**src/rtl/div_usign_4.sv**
```systemverilog
// ============================================================================
// Module   : div_usign_4
// Brief    : 4-bit unsigned restoring divider, one quotient bit per clock,
//            with start/done handshake and divide-by-zero flag.
// Revision : 1.0
// ============================================================================
`default_nettype none

module div_usign_4 (
    input  logic       clock,
    input  logic       reset,
    input  logic       start,
    input  logic [3:0] dividend,
    input  logic [3:0] divisor,
    output logic [3:0] quotient,
    output logic [3:0] remainder,
    output logic       busy,
    output logic       done,
    output logic       div_by_zero
);

    typedef enum logic [1:0] {
        S_IDLE = 2'd0,
        S_CALC = 2'd1,
        S_DONE = 2'd2
    } state_t;

    state_t     r_state;
    state_t     w_state_nxt;

    logic [3:0] r_a;
    logic [3:0] r_q;
    logic [3:0] r_m;
    logic [1:0] r_count;

    logic [3:0] w_a_nxt;
    logic [3:0] w_q_nxt;
    logic [3:0] w_m_nxt;
    logic [1:0] w_count_nxt;
    logic [3:0] w_quot_nxt;
    logic [3:0] w_rem_nxt;
    logic       w_dbz_nxt;

    logic [4:0] w_p;
    logic [3:0] w_diff;
    logic       w_borrow;
    logic [3:0] w_a_iter;
    logic [3:0] w_q_iter;

    // Partial remainder never exceeds 2*M-1, so the low nibble of P-M is exact
    // whenever the subtraction does not borrow.
    assign w_p      = {r_a, r_q[3]};
    assign w_borrow = (w_p < {1'b0, r_m});
    assign w_diff   = w_p[3:0] - r_m;
    assign w_a_iter = w_borrow ? w_p[3:0] : w_diff;
    assign w_q_iter = {r_q[2:0], ~w_borrow};

    assign busy = (r_state == S_CALC);
    assign done = (r_state == S_DONE);

    always_comb begin
        w_state_nxt = r_state;
        w_a_nxt     = r_a;
        w_q_nxt     = r_q;
        w_m_nxt     = r_m;
        w_count_nxt = r_count;
        w_quot_nxt  = quotient;
        w_rem_nxt   = remainder;
        w_dbz_nxt   = div_by_zero;

        case (r_state)
            S_IDLE, S_DONE: begin
                if (start) begin
                    if (divisor != 4'd0) begin
                        w_a_nxt     = 4'd0;
                        w_q_nxt     = dividend;
                        w_m_nxt     = divisor;
                        w_count_nxt = 2'd0;
                        w_state_nxt = S_CALC;
                    end else begin
                        w_quot_nxt  = 4'hF;
                        w_rem_nxt   = dividend;
                        w_dbz_nxt   = 1'b1;
                        w_state_nxt = S_DONE;
                    end
                end else begin
                    w_state_nxt = S_IDLE;
                end
            end

            S_CALC: begin
                w_a_nxt     = w_a_iter;
                w_q_nxt     = w_q_iter;
                w_count_nxt = r_count + 2'd1;
                if (r_count == 2'd3) begin
                    w_quot_nxt  = w_q_iter;
                    w_rem_nxt   = w_a_iter;
                    w_dbz_nxt   = 1'b0;
                    w_state_nxt = S_DONE;
                end
            end

            default: begin
                w_state_nxt = S_IDLE;
            end
        endcase
    end

    always_ff @(posedge clock or posedge reset) begin
        if (reset) begin
            r_state <= S_IDLE;
        end else begin
            r_state <= w_state_nxt;
        end
    end

    always_ff @(posedge clock or posedge reset) begin
        if (reset) begin
            r_a         <= 4'd0;
            r_q         <= 4'd0;
            r_m         <= 4'd0;
            r_count     <= 2'd0;
            quotient    <= 4'd0;
            remainder   <= 4'd0;
            div_by_zero <= 1'b0;
        end else begin
            r_a         <= w_a_nxt;
            r_q         <= w_q_nxt;
            r_m         <= w_m_nxt;
            r_count     <= w_count_nxt;
            quotient    <= w_quot_nxt;
            remainder   <= w_rem_nxt;
            div_by_zero <= w_dbz_nxt;
        end
    end

endmodule

`default_nettype wire

```
**config.mk**
```make
export PLATFORM = sky130hd
export DESIGN_NAME = div_usign_4
export DESIGN_NICKNAME = d
export VERILOG_FILES = /design/src/rtl/div_usign_4.sv
export SDC_FILE = /design/constraint.sdc
export NUM_CORES = 1
export LEC_CHECK = 0
export BUFFER_PORTS_ARGS = -buffer_cell sky130_fd_sc_hd__buf_2
export CAP_MARGIN = 20
export CORE_MARGIN = 1.5
export CORE_UTILIZATION = 50
export CTS_CLUSTER_DIAMETER = 100
export CTS_CLUSTER_SIZE = 14
export DETAILED_ROUTE_END_ITERATION = 10
export PLACE_DENSITY_LB_ADDON = 0.1
export SKIP_LAST_GASP = 1
export SYNTH_ARGS = -nofsm -noshare
export SYNTH_HDL_FRONTEND = slang
export SYNTH_SLANG_ARGS = --single-unit
export TNS_END_PERCENT = 5
```
**constraint.sdc**
```tcl
create_clock -name clock -period 2.05 [get_ports clock]
set_input_delay 0.205 -clock clock [delete_from_list [all_inputs] [get_ports clock]]
set_output_delay 0.205 -clock clock [all_outputs]
set_load 0.05 [all_outputs]
```
; ---- Word level (Yosys, flattened, before mapping)
; Index checks and enable logic that the tools add are counted.
[word_totals]
register_bits = 25
in_bits = 11
[op_classes]
addsub = 2
n_lt_le_gt_ge = 1
n_eq_ne = 7
n_bitwise = 1
n_reduce_logical = 7
mux = 26
[op_table]
columns = op, n
row1 = $mux W4, 11
row2 = $pmux W4 S2, 4
row3 = $mux W2, 5
row4 = $pmux W2 S2, 2
row5 = $ne A2 B2 Y1 const B, 3
row6 = $reduce_and A3 Y1, 2
row7 = $lt A5 B4 Y1, 1
row8 = $eq A2 B2 Y1 const B, 2
row9 = $reduce_and A4 Y1, 1
row10 = $reduce_bool A4 Y1, 1
row11 = $sub A4 B4 Y4, 1
row12 = $mux W1, 3
row13 = $add A2 B1 Y2 const B, 1
row14 = $eq A2 B1 Y1 const B, 1
row15 = $logic_not A2 Y1, 1
row16 = $ne A2 B1 Y1 const B, 1
row17 = $pmux W1 S2, 1
row18 = $reduce_bool A2 Y1, 1
row19 = $reduce_or A2 Y1, 1
row20 = $not A1 Y1, 1

; ---- Depth between registers and ports, before layout
[depth]
ltp_word = 4
depth_mapped = 8

; ---- Worst setup path before layout
; No wires, ideal clock.
[synth_timing]
path_kind = flip-flop to flip-flop
startpoint = reg r_a[0]
endpoint = reg remainder[1]
synth_period_minus_slack_ns = 1.853
path_slack_ns = 0.197
arrival_time_ns = 1.771
path_stages_with_launch = 7
path_cell_list = dfrtp_1 > ha_1 > nor2b_1 > o31a_1 > nor3_4 > mux2_2 > a31oi_1
[synth_via]
elab_chain_cells = 4
elab_cells_between_ends = 5
[synth_lines]
columns = item, line_no
row1 = start: declaration, 31  ; logic [3:0] r_a;
row2 = start signal: assignment, 127  ; r_a <= w_a_nxt;
row3 = $sub A4 B4 Y4 or $lt A5 B4 Y1 (tied branches), "54, 53"
row4 = $mux W4 (*), 55  ; assign w_a_iter = w_borrow ? w_p[3:0] : w_diff;
row5 = $mux W4 (*), 95  ; if (r_count == 2'd3) begin
row6 = $pmux W4 S2 (*), 71  ; case (r_state)
row7 = end signal: assignment, 132  ; remainder <= w_rem_nxt;
row8 = end: declaration, 16  ; output logic [3:0] remainder,
; Mark *: on every way between the ends. The rest lies on a longest branch, timed or not. The select of a mux whose other input is x is not followed.
; A chain may end at the register's enable or synchronous reset.

; ---- Worst setup path in the final report
[layout_timing]
startpoint = reg r_a[0]
endpoint = reg remainder[2]
; Same word-level chain as after synthesis.

==> impl_metrics.tcl <==
set metrics [dict create \
    wl_per_cell_um 13.76 \
    cts.clk_slew.worst_paths_ns 0.13 \
    path_max_fanout 5 \
    portBuffers 21 \
    cp-end-kind "flop" \
    hold_path.class "input port to flop" \
    synth_edf_count 0 \
    synth_common_cells "25 x dfrtp_1, 24 x nand2_1, 15 x nor2_1" \
    drv_cap 0 \
    grt_pass1_vias 887 \
    synth_top_area_frac 0.5005 \
    worstPathCellList "ha_1, nor2b_1, o31a_1, nor3_4, mux2_2, a31oi_1" \
    grt_first_pass_wirelength_mm 4.181 \
    fin_ws_ns 0.03826 \
    critical-path-top-delay-family "compound AO/OA/AOI/OAI gates" \
    seqPwrFrac 0.332 \
    cts-root-buf "clkbuf_4" \
    ys_seq_area_frac 0.5005 \
    first_pass_iters 4 \
    num_io_pins 22 \
    synthesis.area_mm2 0.001250 \
    hold_viol 0 \
    drt_iter0_markers 12 \
    die_y_um 53 \
    critPathKind "flop to flop" \
    period_needed_ns 2.012 \
    worst_pin_slew_ns 0.6074 \
    diodes 0 \
    critPathSlowestCell "dfrtp_1" \
    synth_area_per_cell_um2 10.00 \
    pwr-share-comb 0.583 \
    synth_ff_type "dfrtp_1" \
    synthDistinctLibCells 32 \
    p_leak_nw 0.6708 \
    netlist_instances 125 \
    overflow 0 \
    hpwl_mm 1.826 \
    cp_num_buf_inv 0 \
    fmax_mhz 497.1 \
    viasPerCell 5.393 \
    internal_power_mw 1.359 \
    multi_input_area_um2 573.1 \
    max_stage_delay_ns 0.45 \
    syn_to_final_growth_pct 14.21 \
    initial_utilization 0.5492 \
    dp_slack_ns 0.04563 \
    synth_top_cells_by_area "dfrtp_1 50%, nand2_1 7.2%, ha_1 5.0%" \
    register_area_um2 625.6 \
    grt_usage 0.2122 \
    switching_share 0.4891 \
    ys_warn_count 0 \
    slew_violations 0 \
    nFillCells 209 \
    cts_tree "yes" \
    drcViolationCount 0 \
    cts-htree-levels 1 \
    rows 17 \
    synth.most_common_cell "dfrtp_1" \
    crit_path_start_kind "flop" \
    final_util 0.6273 \
    skew_ns 0.006167 \
    p_switching_mw 1.301 \
    vias 960 \
    ant_nets 0 \
    synth_fp_nets 142 \
    clkPwrFrac 0.085 \
    peakVddDrop_mv 1.098 \
    drive_gt1_frac 0.2467 \
    p_per_area_mw_per_mm2 1863 \
    cts_setup_buffers 0 \
    wirelength_mm 2.449 \
    die-area_mm2 0.002809 \
    core_mm2 0.002276 \
    clock_latency_ns 0.32 \
    post-route-period-util 0.9813 \
    fp.dieW_um 53 \
    synth_top_cell_by_area "dfrtp_1" \
    max_slew_margin 0.5946 \
    gp_congestion 0.8254 \
    grt_start_max_net_pins 26 \
    setup_viol 0 \
    arrival_ns 2.26 \
    synthArstFlopShare 1.000 \
    cts_buffer_depth 2 \
    antenna_found_initial 0 \
    rsz0062_at_grt "true" \
    clock-sinks 25 \
    nets 168 \
    status "complete, no violations" \
    worstPathRequired_ns 2.29 \
    ys_ff_latch 25 \
    numCtsBuffers 3 \
]
-- routing by layer --
layer,share of wire,up-vias,track usage
met1,0.49,455,0.3080
met4,0.016,0,0.08974
met2,0.44,25,0.3125
met3,0.050,5,0.03672
met5,0,-,0
li1,-,475,-
-- worst reg2reg max path, delay by kind of cell (launching register included) --
kind | cells | cell delay, ns
compound gates | 2 | 0.47
fa+ha+maj | 1 | 0.30
flops | 1 | 0.45
mux | 1 | 0.38
simple gates | 2 | 0.36
-- stage by stage --
step / setup TNS [ns] / cell area (um2) / instances / total power, mW / hold slack, ns
2_1_floorplan: 0 / 1250 / 125 / 2.082 / 0.2323
5_1_grt: -0.1169 / 1428 / 178 / 2.906 / 0.1189
4_1_cts: 0 / 1425 / 178 / 2.674 / 0.1219
6_report: 0 / 1428 / 178 / 2.660 / 0.1321
3_5_place_dp: 0 / 1385 / 173 / 2.439 / 0.2748
3_3_place_gp: 0 / 1385 / 173 / 2.400 / 0.2681
-- sequential cells by signal, indices dropped and copies added, names as in the netlist --
name / flops
quotient: 4
r_a: 4
r_m: 4
r_q: 4
remainder: 4
r_count: 2
r_state: 2
div_by_zero: 1
-- placed cells by master, fill, tap and decap left out, types with 3 or more instances in the layout --
cell,netlist,final
dfrtp_1,25,25
nand2_1,24,24
buf_2,1,21
nor2_1,15,14
o21ai_0,8,8
inv_1,7,7
ha_1,5,5
mux2i_1,4,4
a31oi_1,4,4
a21oi_1,3,3
mux2_2,3,3
clkbuf_4,0,3
buf_4,0,3
-- power by group through the flow --
stage | Clock, mW | Combinational [mW] | Sequential (mW)
after floorplan | 0 | 0.943 | 1.14
after global placement | 0 | 1.51 | 0.887
after detailed placement | 0 | 1.55 | 0.893
after CTS | 0.235 | 1.56 | 0.883
after global routing | 0.253 | 1.74 | 0.914
final | 0.225 | 1.55 | 0.884
-- final timing paths --
check | to | cells past startpoint | from | slack [ns]
min in group asynchronous | remainder[0] | 4 | reset | 0.45
max in group asynchronous | r_a[0] | 4 | reset | 1.36
worst min register to register | div_by_zero | 1 | div_by_zero | 0.51
worst max-delay path | remainder[2] | 6 | r_a[0] | 0.04
worst max register to register | remainder[2] | 6 | r_a[0] | 0.04
worst min-delay path | r_m[2] | 3 | divisor[2] | 0.13
-- cell families after synthesis --
kind of cell,synth area share
xor gates and xnor gates,0.007008
muxes,0.05906
and+or+nand+nor,0.2102
DFF,0.5005
buffers and inverters,0.04304
AOI/OAI and AO/OA,0.1141
adders and majority gates,0.06607
-- timing repair --
| item | CTS | global route |
|---|---|---|
| hold endpoints to repair | 25 | 0 |
| setup endpoints to repair | 0 | 8 |
| hold buffers | 1 | 0 |
| resized for setup | 0 | 1 |
-- layout make-up --
cell class,instances,share of cell area
Clock inverter,1,0.005259
Sequential cell,25,0.4382
Multi-Input combinational cell,89,0.4014
Timing Repair Buffer,25,0.09641
Inverter,7,0.01840
Tap cell,28,0.02454
Clock buffer,3,0.01578
No activity file was read; power rests on OpenSTA's default activity.
